## src/rtl/snake_pkg.sv

```systemverilog
// Shared definitions for the snake game blocks: coordinate width and the
// food-spawn FSM state encoding.
package snake_pkg;

   localparam int COORD_W = 5;

   typedef enum logic [2:0] {
      IDLE,
      DRAW_X,
      DRAW_Y,
      CHECK,
      PLACE
   } spawn_state_e;

endpackage

```

## src/rtl/food_spawn_ctrl.sv

```systemverilog
// Food placement controller: draws a random in-bounds cell, checks it against the
// snake body store and retries on collision. Optional macro: FOOD_SPAWN_STATS_EN.
module food_spawn_ctrl
   import snake_pkg::*;
#(
   parameter int GRID_W    = 32,
   parameter int GRID_H    = 24,
   parameter int MAX_TRIES = 15
) (
   input  logic               clk,
   input  logic               reset,
   input  logic               spawn_req,
   input  logic [COORD_W-1:0] rand_i,
   output logic               query_valid,
   output logic [COORD_W-1:0] query_x,
   output logic [COORD_W-1:0] query_y,
   input  logic               query_ack,
   input  logic               query_hit,
   output logic [COORD_W-1:0] food_x,
   output logic [COORD_W-1:0] food_y,
   output logic               food_valid,
   output logic               busy,
`ifdef FOOD_SPAWN_STATS_EN
   output logic [7:0]         last_tries,
   output logic [7:0]         fail_count,
`endif
   output logic               spawn_done,
   output logic               spawn_fail
);

   localparam logic [COORD_W:0] GRID_W_C = (COORD_W+1)'(GRID_W);
   localparam logic [COORD_W:0] GRID_H_C = (COORD_W+1)'(GRID_H);
   localparam logic [7:0]       MAX_C    = 8'(MAX_TRIES);

   spawn_state_e       state_q;
   logic [COORD_W-1:0] cand_x_q, cand_y_q;
   logic [COORD_W-1:0] food_x_q, food_y_q;
   logic               food_valid_q, query_valid_q, busy_q;
   logic               done_q, fail_q;
   logic [7:0]         tries_q;
   logic               in_w, in_h;
   logic [7:0]         tries_inc;

   // Zero-extend so a full 32-wide grid still compares correctly against 5-bit rand.
   assign in_w      = {1'b0, rand_i} < GRID_W_C;
   assign in_h      = {1'b0, rand_i} < GRID_H_C;
   assign tries_inc = tries_q + 8'd1;

`ifdef FOOD_SPAWN_STATS_EN
   logic [7:0] last_tries_q, fail_count_q;
`endif

   always_ff @(posedge clk) begin
      if (reset) begin
         state_q       <= IDLE;
         cand_x_q      <= '0;
         cand_y_q      <= '0;
         food_x_q      <= '0;
         food_y_q      <= '0;
         food_valid_q  <= 1'b0;
         query_valid_q <= 1'b0;
         busy_q        <= 1'b0;
         done_q        <= 1'b0;
         fail_q        <= 1'b0;
         tries_q       <= '0;
`ifdef FOOD_SPAWN_STATS_EN
         last_tries_q  <= '0;
         fail_count_q  <= '0;
`endif
      end else begin
         done_q <= 1'b0;
         fail_q <= 1'b0;
         case (state_q)
            IDLE: begin
               if (spawn_req) begin
                  food_valid_q <= 1'b0;
                  tries_q      <= '0;
                  busy_q       <= 1'b1;
                  state_q      <= DRAW_X;
               end
            end
            DRAW_X: begin
               cand_x_q <= rand_i;
               if (in_w) state_q <= DRAW_Y;
            end
            DRAW_Y: begin
               cand_y_q <= rand_i;
               if (in_h) begin
                  query_valid_q <= 1'b1;
                  state_q       <= CHECK;
               end
            end
            CHECK: begin
               if (query_ack) begin
                  query_valid_q <= 1'b0;
                  if (!query_hit) begin
                     // Food and the done pulse are registered here so they appear in PLACE.
                     food_x_q     <= cand_x_q;
                     food_y_q     <= cand_y_q;
                     food_valid_q <= 1'b1;
                     done_q       <= 1'b1;
                     state_q      <= PLACE;
`ifdef FOOD_SPAWN_STATS_EN
                     last_tries_q <= tries_q;
`endif
                  end else begin
                     tries_q <= tries_inc;
                     if (tries_inc == MAX_C) begin
                        fail_q  <= 1'b1;
                        busy_q  <= 1'b0;
                        state_q <= IDLE;
`ifdef FOOD_SPAWN_STATS_EN
                        last_tries_q <= tries_inc;
                        if (fail_count_q != 8'hFF) fail_count_q <= fail_count_q + 8'd1;
`endif
                     end else begin
                        state_q <= DRAW_X;
                     end
                  end
               end
            end
            PLACE: begin
               busy_q  <= 1'b0;
               state_q <= IDLE;
            end
            default: begin
               busy_q  <= 1'b0;
               state_q <= IDLE;
            end
         endcase
      end
   end

   assign query_valid = query_valid_q;
   assign query_x     = cand_x_q;
   assign query_y     = cand_y_q;
   assign food_x      = food_x_q;
   assign food_y      = food_y_q;
   assign food_valid  = food_valid_q;
   assign busy        = busy_q;
   assign spawn_done  = done_q;
   assign spawn_fail  = fail_q;
`ifdef FOOD_SPAWN_STATS_EN
   assign last_tries  = last_tries_q;
   assign fail_count  = fail_count_q;
`endif

endmodule

```

## config.mk

```make
export PLATFORM = sky130hd
export DESIGN_NAME = food_spawn_ctrl
export DESIGN_NICKNAME = d
export VERILOG_FILES = /design/src/rtl/snake_pkg.sv /design/src/rtl/food_spawn_ctrl.sv
export SDC_FILE = /design/constraint.sdc
export NUM_CORES = 1
export LEC_CHECK = 0
export BUFFER_PORTS_ARGS = -buffer_cell sky130_fd_sc_hd__clkbuf_2
export CAP_MARGIN = 20
export CORE_ASPECT_RATIO = 2
export CORE_MARGIN = 2
export CORE_UTILIZATION = 26
export CTS_CLUSTER_DIAMETER = 150
export DETAILED_ROUTE_END_ITERATION = 10
export MAX_ROUTING_LAYER = met4
export PLACE_DENSITY_LB_ADDON = 0.3
export SLEW_MARGIN = 40
export SYNTH_ARGS = -nofsm -noshare
export SYNTH_HDL_FRONTEND = slang
export SYNTH_SLANG_ARGS = --single-unit
```

## constraint.sdc

```tcl
create_clock -name clk -period 2.5 [get_ports clk]
set_input_delay 0.5 -clock clk [delete_from_list [all_inputs] [get_ports clk]]
set_output_delay 0.5 -clock clk [all_outputs]
set_load 0.03 [all_outputs]
```

Yosys cells after proc, flatten, opt, wreduce, memory -nomap -nowiden
Index checks and enable logic that the tools add are counted.
{"block": "totals", "latch_bits": 0, "wordCells": 63, "ramBits": 0, "register_bits": 36, "inputBits": 10, "memories": 0, "mem_bits_ro": 0}
{"block": "classes", "n_eq_ne": 10, "muxes": 24, "reduce_logical": 12, "shift": 0, "bitwise": 4, "n_mul": 0, "div": 0, "magnitude_cmp": 1, "add_sub_neg": 1}
{"cell": "$mux 8", "n": 3}
{"cell": "$pmux 8 s2", "n": 1}
{"cell": "$mux 1", "n": 12}
{"cell": "$mux 3", "n": 4}
{"cell": "$ne 2x2->1 const B", "n": 6}
{"cell": "$pmux 3 s4", "n": 1}
{"cell": "$reduce_and 3->1", "n": 3}
{"cell": "$add 8x1->8 const B", "n": 1}
{"cell": "$eq 8x4->1 const B", "n": 1}
{"cell": "$reduce_and 4->1", "n": 2}
{"cell": "$eq 3x2->1 const B", "n": 2}
{"cell": "$lt 5x5->1 const B", "n": 1}
{"cell": "$reduce_and 5->1", "n": 1}
{"cell": "$not 1->1", "n": 4}
{"cell": "$pmux 1 s2", "n": 2}
{"cell": "$reduce_bool 2->1", "n": 2}
{"cell": "$reduce_or 4->1", "n": 1}
{"cell": "$eq 3x1->1 const B", "n": 1}
{"cell": "$logic_not 3->1", "n": 1}
{"cell": "$pmux 1 s3", "n": 1}
{"cell": "$reduce_or 3->1", "n": 1}
{"cell": "$reduce_or 2->1", "n": 1}

Longest topological paths before layout
Gate-level depths: netlist (run 1).
{"block": "logic_depth", "ltp_word": 6, "ltp_mapped": 7}

Least setup slack after synthesis (run 1)
No wires, ideal clock.
{"block": "synth_path", "kind": "input to register", "start": "input spawn_req", "end": "register tries_q[2]", "t_arrival_ns": 1.345, "path_stages": 3, "slack_ns": 1.017, "setup_time_ns": 0.139, "t_required_ns": 2.361, "path_cell_list": "or3b_2 a21oi_1 a311oi_1"}
{"block": "synth_between", "elab_chain_cells": 2}
{"item": "start: declaration", "line": "food_spawn_ctrl.sv:12", "text": "input logic spawn_req,"}
{"item": "$ne 2x2->1 (no source line)"}
{"item": "$reduce_and 4->1 (no source line)"}
{"item": "end signal: assignment", "line": "food_spawn_ctrl.sv:107", "text": "tries_q <= tries_inc;"}
{"item": "end: declaration", "line": "food_spawn_ctrl.sv:40", "text": "logic [7:0] tries_q;"}
Every way passes these cells.
A chain may end at the register's enable or synchronous reset.

Worst setup path after layout (run 1)
{"block": "layout_path", "start": "register state_q[0]", "end": "register tries_q[4]"}
{"block": "layout_between", "elab_chain_cells": 3, "word_cells_on_any_way": 8, "classes_between": "eq/ne: 4; mux: 1; reduce/logical: 3"}
{"item": "start: declaration", "line": "food_spawn_ctrl.sv:35", "text": "spawn_state_e state_q;"}
{"item": "start signal: assignment", "line": "food_spawn_ctrl.sv:55", "text": "state_q <= IDLE;"}
{"item": "start signal: assignment", "line": "food_spawn_ctrl.sv:79", "text": "state_q <= DRAW_X;"}
{"item": "start signal: assignment", "line": "food_spawn_ctrl.sv:84", "text": "if (in_w) state_q <= DRAW_Y;"}
{"item": "$eq 3x2->1 / $logic_not 3->1 (equally long branches)", "line": "food_spawn_ctrl.sv:73", "text": "case (state_q)"}
{"item": "$ne 2x2->1 (no source line) / $reduce_bool 2->1 (equally long branches)"}
{"item": "$reduce_and 4->1 (no source line)"}
Parallel ways exist; a longest one is shown, timed or not.

==> results of run 1 <==
registers in the layout, summed over array words and instances, names as in the netlist:
register	cells
state_q	3
tries_q	8
query_y	5
spawn_done	1
query_x	5
food_y	5
query_valid	1
food_x	5
spawn_fail	1
busy	1
food_valid	1
report_power, final:
| group | internal, mW | switching [mW] | leakage, nW | total, mW |
|---|---|---|---|---|
| clock | 0.468 | 0.237 | 0.0798 | 0.704 |
| sequential | 0.594 | 0.0238 | 0.292 | 0.618 |
| combinational | 0.0465 | 0.0938 | 0.385 | 0.140 |
| total | 1.11 | 0.354 | 0.756 | 1.46 |
metal layers:
layer,vias up,routed length [um]
li1,661,-
met1,614,1352
met2,37,2096
met3,11,170
met4,0,127
met5,-,0
tightest hold or removal path, cell delays in order:
cell and delay [ps]:
clkbuf_2 90, nand2_1 50, a21oi_1 60
placed cells by master (no fill, tap or decap), types with 2 or more instances in the layout:
cell       count
o21a_1         4
clkbuf_16      5
nand4_1        2
buf_4          2
nand3_1        4
o21ai_0        9
ha_1           2
nor3_2         3
a31oi_1        2
a21oi_1       12
nor2_1        21
nand2b_1       2
dfxtp_1       36
inv_1          6
a41oi_1        2
clkbuf_2      34
a311oi_1       3
or3_1          2
nand2_1       14
mux2i_1       15
xor2_1         2
area by class of cell:
class	instances	area [um2]	area share
clock buffer	5	125.1	0.06477
clock inverter	3	42.54	0.02202
inverter	6	22.52	0.01166
multi-input combinational	117	759.5	0.3931
sequential	36	720.7	0.3731
tap	61	76.32	0.03951
timing repair buffer	36	185.2	0.09586
metrics by stage:
step | power, mW | utilization
2_1_floorplan | 0.7257 | -
3_3_place_gp | 0.7709 | 0.3064
3_5_place_dp | 0.7719 | 0.3064
4_1_cts | 1.483 | 0.3355
5_1_grt | 1.523 | 0.3355
6_report | 1.462 | 0.3355
how the worst max path moves through the flow:
| stage | from | endpoint | slack, ps | cells after the start |
|---|---|---|---|---|
| 6_report | state_q[0] | tries_q[4] | 570 | 4 |
| 5_1_grt | state_q[0] | tries_q[3] | 300 | 4 |
| 4_1_cts | state_q[0] | tries_q[3] | 540 | 4 |
| 3_5_place_dp | state_q[0] | tries_q[4] | 540 | 4 |
| 3_3_place_gp | state_q[0] | tries_q[4] | 600 | 4 |
| 2_1_floorplan | spawn_req | tries_q[2] | 1020 | 3 |
logic make-up (layout without fill, tap and decap cells):
logic type	after synthesis	after routing	synth area share
simple gates	57	57	0.1818
mux	15	15	0.09654
xor+xnor	3	3	0.01690
buf+inv	17	50	0.05149
flops	36	36	0.4634
fa+ha+maj	2	2	0.01609
compound gates	40	40	0.1738
==> run summary, run 1 <==
Status -> finished, violations left
Failing checks -> design-rule violations
Post-route clock period utilization -> 0.7719
Setup tns final -> 0 ps
Starting DRT DRC Count -> 25
Chip width -> 58.69 um
# Post-CTS Setup Buffers -> 0
Synth top cells by count -> 36 x dfxtp_1, 21 x nor2_1, 15 x mux2i_1
First-pass GRT wire length -> 6272 um
Root buf cell -> clkbuf_16
CTS Sinks -> 36
Total GRT Usage -> 0.1253
WP buf/inv -> 0
Yosys top cell by area -> dfxtp_1
Post-route cell area -> 0.001932 mm2
Min-Delay Path Class -> in2reg
Layout area overhead -> 24.22%
Worst-margin pin slew -> 647.2 ps
Gp weighted congestion -> 0.7844
Top-count cell post-synth -> dfxtp_1
Nets@finish -> 214
Initial core utilization -> 0.2701
Placed cell count -> 256
CP startpoint kind -> register
Pre-CTS WS -> 542.6 ps
Syn_area_per_cell -> 9.148 um2
Mapped cell area -> 0.001555 mm2
Synth top area cells -> dfxtp_1 46%, mux2i_1 9.7%, nor2_1 5.1%
Post_cts resized -> 0
Initial antenna violation count -> 0
Die Ht -> 113.4 um
IO buf count -> 34
Initial DRT Pass Iterations -> 7
Remaining DRCs -> 1
Main flop type after synthesis -> dfxtp_1
Final Hold Viols -> 0
Worst slew margin relative to its limit -> 0.5662
Fin worst setup slack -> 570.2 ps
Critical path's slowest cell -> dfxtp_1
Largest net degree at the start of global routing -> 26
Delay-heaviest family, CP -> simple AND/OR/NAND/NOR gates
Yosys warns -> 0
DP HPWL -> 2774 um
Setup CP Type -> reg2reg
Seq cells post-synth -> 36
Number of diodes -> 0
Syn_nets -> 182
CTS Buf Count -> 5
CP max stage delay -> 640 ps
Post-Layout Cell Count -> 264
Hold-fix buffers at CTS -> 0
EDFF count, synth -> 0
Clock transition at path regs -> 60 ps
Mapped Cells -> 170
Yosys cell types -> 40
Hold Crit Start -> rand_i[0]
Register area share after synthesis -> 0.4634
Arrival time worst endpoint -> 2120 ps
Grt total ovfl -> 0
Max rail drop VDD -> 0.4778 mV
WHS Endpoint -> query_y[0]
CTS tree -> yes
Fin Hold WS -> 466.2 ps
Antenna-violating nets left -> 0
Max-cap violation count -> 0
Setup violations, final -> 0
# IOs -> 35
Post-Route WL -> 3747 um
WHS Path Cells -> 3
Cell Rows -> 39
CP Data Required Time -> 2690 ps
GR Layer Usage met3 -> 0.02494
Tmin final -> 1930 ps
R2R Path Start -> state_q[0]
Met1 usage -> 0.1279
PD cells -> 757.0 mW/mm2
Vias in the first global route -> 1304
GR Util met2 -> 0.2202
Cell Area, Placed -> 0.001764 mm2
Async SR Flop Fraction -> 0
Fillers -> 631
Worst Skew -> 3.286 ps
Unrepaired setup endpoints after global routing -> no
Reg2Reg Setup Slack -> 570 ps
Post-DR vias/cell -> 5.011
Clock Tree Buf Depth -> 2
Max H-tree Level -> 2
R2r worst-path depth -> 4
Crit-path cells -> nand2_2 -> nor3_2 -> a41oi_1 -> a311oi_1
Lkg Pwr -> 0.7565 nW
FMAX -> 518.2 MHz
Share of the synthesized area in the top cell type -> 0.4634
Grt peak-use layer -> met2
Count of final max-slew check failures -> 0
Layout cells sized above 1 -> 0.2611
Die area -> 0.006654 mm2
Core box area -> 0.005758 mm2
Clk_lat worst skew -> 280 ps
Critical Path End Type -> register
Worst Path Max Fanout -> 16
Worst r2r dst -> tries_q[4]
Vias post-DR -> 1323
Mean routed wirelength per cell -> 14.19 um
Note: power is estimated with default switching activity, not from simulation.
==> inputs of run 2 (changes only) <==
- clock period: 2.5 -> 1.7 ns (I/O delays scaled with it)
==> run summary, run 2 (synthesis results as in run 1) <==
Status -> finished, violations left
Failing checks -> design-rule violations
PD cells -> 1075 mW/mm2 (+42%)
Remaining DRCs -> 1 (unchanged)
Nets@finish -> 223 (+4.2%)
Fin Hold WS -> 298.3 ps (-167.9 ps)
Starting DRT DRC Count -> 24 (-4.0%)
IO buf count -> 34 (unchanged)
Number of diodes -> 0 (unchanged)
Initial antenna violation count -> 0 (unchanged)
Lkg Pwr -> 0.8055 nW (+6.5%)
Post-route cell area -> 0.002013 mm2 (+4.2%)
Total GRT Usage -> 0.1258 (+0.0004660)
Critical Path End Type -> register
Layout area overhead -> 29.44%
Initial DRT Pass Iterations -> 7 (unchanged)
Post-DR vias/cell -> 4.875 (-2.7%)
Max-cap violation count -> 0 (unchanged)
Commonest non-fill, non-tap cell in the layout -> dfxtp_1
Initial core utilization -> 0.2701 (unchanged)
Root buf cell -> clkbuf_16
# Post-CTS Setup Buffers -> 0 (unchanged)
Grt total ovfl -> 0 (unchanged)
Largest register FFs -> 8 (unchanged)
Die area -> 0.006654 mm2 (unchanged)
WP buf/inv -> 1 (+1)
Arrival time worst endpoint -> 1710 ps (-410 ps)
Post-route clock period utilization -> 0.9228 (+0.1508)
Max rail drop VDD -> 0.6910 mV (+45%)
Setup violations, final -> 0 (unchanged)
CP Launch Point -> tries_q[0]
First-pass GRT wire length -> 6223 um (-0.78%)
Unrepaired setup endpoints after global routing -> no
Delay-heaviest family, CP -> flip-flops
Worst-margin pin slew -> 384.7 ps (-262.5 ps)
Core box area -> 0.005758 mm2 (unchanged)
Worst Skew -> 5.698 ps (+2.411 ps)
CTS Buf Count -> 5 (unchanged)
Clk_lat worst skew -> 280 ps (about the same)
Critical path's slowest cell -> dfxtp_1
Clock Tree Buf Depth -> 2 (unchanged)
CP Data Required Time -> 1840 ps (-850 ps)
GR Util met2 -> 0.2292 (+0.008989)
Worst Path Max Fanout -> 6 (-10)
Placed cell count -> 265 (+3.5%)
Overall Power -> 2.164 mW (+48%)
Hold Crit Start -> rand_i[0]
Post-Route WL -> 3776 um (+0.77%)
Setup CP Type -> reg2reg
Count of final max-slew check failures -> 0 (unchanged)
Antenna-violating nets left -> 0 (unchanged)
Grt peak-use layer -> met2
Post-Layout Cell Count -> 273 (+3.4%)
Mean routed wirelength per cell -> 13.83 um (-2.5%)
Most frequent cells in the layout -> 35 x dfxtp_1, 34 x clkbuf_2, 21 x nor2_1, 15 x mux2i_1, 14 x nand2_1
CTS tree -> yes
Pre-CTS WS -> 87.18 ps (-455.4 ps)
Worst slew margin relative to its limit -> 0.7417 (+0.1755)
Max H-tree Level -> 2 (unchanged)
Gp weighted congestion -> 0.8631 (+10%)
Vias post-DR -> 1331 (+0.60%)
Cell Rows -> 39 (unchanged)
Layout cells sized above 1 -> 0.2972 (+0.03609)
Final core utilization -> 0.3496 (+0.01412)
Met1 usage -> 0.1201 (-0.007774)
DP HPWL -> 2935 um (+5.8%)
Fin worst setup slack -> 131.3 ps (-438.9 ps)
Cell Area, Placed -> 0.001844 mm2 (+4.5%)
CP max stage delay -> 420 ps (-220 ps)
FMAX -> 637.5 MHz (+23%)
# IOs -> 35 (unchanged)
Min-Delay Path Class -> in2reg
R2R Path Start -> tries_q[0]
CP startpoint kind -> register
Biggest register -> tries_q
Largest net degree at the start of global routing -> 26 (unchanged)
Final Hold Viols -> 0 (unchanged)
Chip width -> 58.69 um (unchanged)
Crit-path cells -> ha_1 -> xor2_1 -> nand3b_1 -> nor4_1 -> buf_4 -> a41oi_1
Die Ht -> 113.4 um (unchanged)
CTS Sinks -> 36 (unchanged)
Vias in the first global route -> 1341 (+2.8%)
GR Layer Usage met3 -> 0.01474 (-0.01020)
Clock transition at path regs -> 60 ps (about the same)
Tmin final -> 1569 ps (-361.1 ps)
Setup tns final -> 0 ps (unchanged)
[run 2: changes by cell type in the layout (fill, tap and decap cells not counted)]
cell / delta
dfxtp_2: +1
buf_4: +8
buf_12: +1
dfxtp_1: -1
[run 2: area by class of cell]
cell class,instances,area [um2]
clock inverters,3,42.54
repair buffers,45,265.3
clock buffers,5,125.1
inverters,6,22.52
flip-flops and latches,36,721.9
well taps,61,76.32
fillers,648,3745
multi-input cells,117,759.5
[run 2: routing by layer]
layer	vias to the layer above	part of all wire	wire (um)
met2	30	0.58	2185
li1	677	-	-
met3	14	0.030	112
met1	610	0.35	1322
met4	0	0.041	156
met5	-	0	0
[run 2: worst min-delay path, delay by kind of cell]
family / cells / cell delay, ps
AO/OA/AOI/OAI: 1 / 50
AND/OR/NAND/NOR: 1 / 50
buffers and inverters: 1 / 90
[run 2: worst paths after layout]
kind | to | slack [ps] | cells after the start
setup reg to reg | state_q[0] | 130 | 6
setup / recovery | state_q[0] | 130 | 6
hold reg to reg | food_valid | 490 | 2
hold / removal | query_y[0] | 300 | 3
[run 2: timing repair]
item,in CTS,in global routing
resized for setup,0,1
endpoints found under the setup margin,0,2
hold buffers,0,0
[run 2: power by group]
part           internal, mW  leakage, nW  switching [mW]
clock network         0.688       0.0798           0.346
logic                0.0854        0.434           0.144
registers             0.873        0.292          0.0263
total                  1.65        0.805           0.517
==> inputs of run 3 (changes only) <==
- clock period: 1.7 -> 2 ns (I/O delays scaled with it)
==> run summary, run 3 (synthesis results as in run 1) <==
Status -> finished, violations left
Failing checks -> design-rule violations
Min-Delay Path Class -> in2reg
Biggest register -> tries_q
Setup crit end -> state_q[0]
Remaining DRCs -> 1 (unchanged)
Post_cts resized -> 0 (unchanged)
Layout area overhead -> 26.63%
Largest register FFs -> 8 (unchanged)
Root buf cell -> clkbuf_16
Starting DRT DRC Count -> 24 (unchanged)
Clock Tree Buf Depth -> 2 (unchanged)
Hold Crit Start -> reset
Unrepaired setup endpoints after global routing -> no
Worst r2r dst -> state_q[0]
Number of diodes -> 0 (unchanged)
# IOs -> 35 (unchanged)
Commonest non-fill, non-tap cell in the layout -> dfxtp_1
Nets@finish -> 219 (-1.8%)
Worst-margin pin slew -> 385.3 ps (+0.6269 ps)
Mean routed wirelength per cell -> 13.87 um (+0.30%)
Tmin final -> 1733 ps (+164.1 ps)
Crit path depth -> 6 (unchanged)
Fillers -> 627 (-3.2%)
Fin Hold WS -> 345.8 ps (+47.54 ps)
Gp weighted congestion -> 0.7883 (-8.7%)
Worst slew margin relative to its limit -> 0.7408 (-0.0009440)
Most frequent cells in the layout -> 36 x dfxtp_1, 34 x clkbuf_2, 21 x nor2_1, 15 x mux2i_1, 14 x nand2_1
Clock transition at path regs -> 60 ps (about the same)
Setup CP Type -> reg2reg
Vias post-DR -> 1333 (+0.15%)
Setup tns final -> 0 ps (unchanged)
Initial DRT Pass Iterations -> 7 (unchanged)
Antenna-violating nets left -> 0 (unchanged)
R2R Path Start -> tries_q[0]
Layout cells sized above 1 -> 0.2788 (-0.01832)
Die Ht -> 113.4 um (unchanged)
CP startpoint kind -> register
Critical path's slowest cell -> dfxtp_1
Arrival time worst endpoint -> 1880 ps (+170 ps)
Initial core utilization -> 0.2701 (unchanged)
Delay-heaviest family, CP -> simple AND/OR/NAND/NOR gates
Cell Rows -> 39 (unchanged)
Max rail drop VDD -> 0.5349 mV (-23%)
FMAX -> 577.1 MHz (-9.5%)
CTS tree -> yes
Placed cell count -> 261 (-1.5%)
Max H-tree Level -> 2 (unchanged)
Final Hold Viols -> 0 (unchanged)
PD cells -> 938.1 mW/mm2 (-13%)
Count of final max-slew check failures -> 0 (unchanged)
Post-route cell area -> 0.001969 mm2 (-2.2%)
IO buf count -> 34 (unchanged)
WP buf/inv -> 1 (unchanged)
Largest net degree at the start of global routing -> 31 (+19%)
Post-Layout Cell Count -> 269 (-1.5%)
Hold-fix buffers at CTS -> 0 (unchanged)
Vias in the first global route -> 1318 (-1.7%)
DP HPWL -> 2831 um (-3.5%)
Post-route clock period utilization -> 0.8664 (-0.05638)
CTS Sinks -> 36 (unchanged)
Initial antenna violation count -> 0 (unchanged)
R2r worst-path depth -> 6 (unchanged)
Lkg Pwr -> 0.7822 nW (-2.9%)
# Post-CTS Setup Buffers -> 0 (unchanged)
First-pass GRT wire length -> 6244 um (+0.34%)
Max-cap violation count -> 0 (unchanged)
Core box area -> 0.005758 mm2 (unchanged)
CP Launch Point -> tries_q[0]
Post-DR vias/cell -> 4.955 (+1.6%)
Crit-path cells -> ha_1 -> xor2_1 -> nand3b_1 -> nor4_1 -> buf_4 -> a41oi_1
Total GRT Usage -> 0.1266 (+0.0008170)
Die area -> 0.006654 mm2 (unchanged)
Setup violations, final -> 0 (unchanged)
Worst Skew -> 5.474 ps (-0.2235 ps)
Post-Route WL -> 3732 um (-1.2%)
CTS Buf Count -> 5 (unchanged)
CP max stage delay -> 410 ps (about the same)
Reg2Reg Setup Slack -> 270 ps (+140 ps)
CP Data Required Time -> 2140 ps (+300 ps)
Critical Path End Type -> register
Grt total ovfl -> 0 (unchanged)
Chip width -> 58.69 um (unchanged)
Cell Area, Placed -> 0.001802 mm2 (-2.3%)
Clk_lat worst skew -> 280 ps (about the same)
Worst Path Max Fanout -> 6 (unchanged)
## run 3: cell count changes in the layout (fill, tap and decap cells not counted)
cell     before  now
buf_12        1    0
dfxtp_1      35   36
buf_4        10    7
dfxtp_2       1    0
## run 3: how the worst min path moves through the flow
stage	to	slack, ps	cells past startpoint
final	food_valid	350	2
after global routing	food_valid	350	2
after CTS	food_valid	340	2
after detailed placement	food_valid	470	2
after global placement	food_valid	470	2
after floorplan	tries_q[7]	470	2
## run 3: per-layer routing
layer	track usage	routed length, um	vias up
li1	-	-	668
met1	0.1205	1336	626
met2	0.2232	2134	28
met3	0.02948	129	11
met4	0.07424	133	0
met5	-	0	-
## run 3: stage by stage
stage | power, mW | setup WS [ps] | utilization
final | 1.847 | 267.3 | 0.3420
after global routing | 1.922 | 84.29 | 0.3420
after CTS | 1.875 | 161.3 | 0.3420
after detailed placement | 0.9715 | 186.7 | 0.3129
after global placement | 0.9709 | 169.7 | 0.3129
after floorplan | 0.9071 | 555.8 | -
## run 3: worst register-to-register path, delay by kind of cell (launching register included)
family                   cells  cell delay [ps]
AND/OR/NAND/NOR              2              450
AO/OA/AOI/OAI                1              100
buffers and inverters        1              200
flip-flops                   1              410
XOR/XNOR                     1              170
adder cells (fa/ha/maj)      1              280
## run 3: final cells by class
class | count | area, um2 | area share
inverters | 6 | 22.52 | 0.01144
clock buffers | 5 | 125.1 | 0.06353
flip-flops and latches | 36 | 720.7 | 0.3659
clock inverters | 3 | 42.54 | 0.02160
multi-input cells | 117 | 759.5 | 0.3856
well taps | 61 | 76.32 | 0.03875
repair buffers | 41 | 222.7 | 0.1131
## run 3: where the power goes
group / total (mW) / internal, mW / switching [mW]
Combinational: 0.188 / 0.0664 / 0.122
Sequential: 0.765 / 0.742 / 0.0228
Clock: 0.894 / 0.585 / 0.309
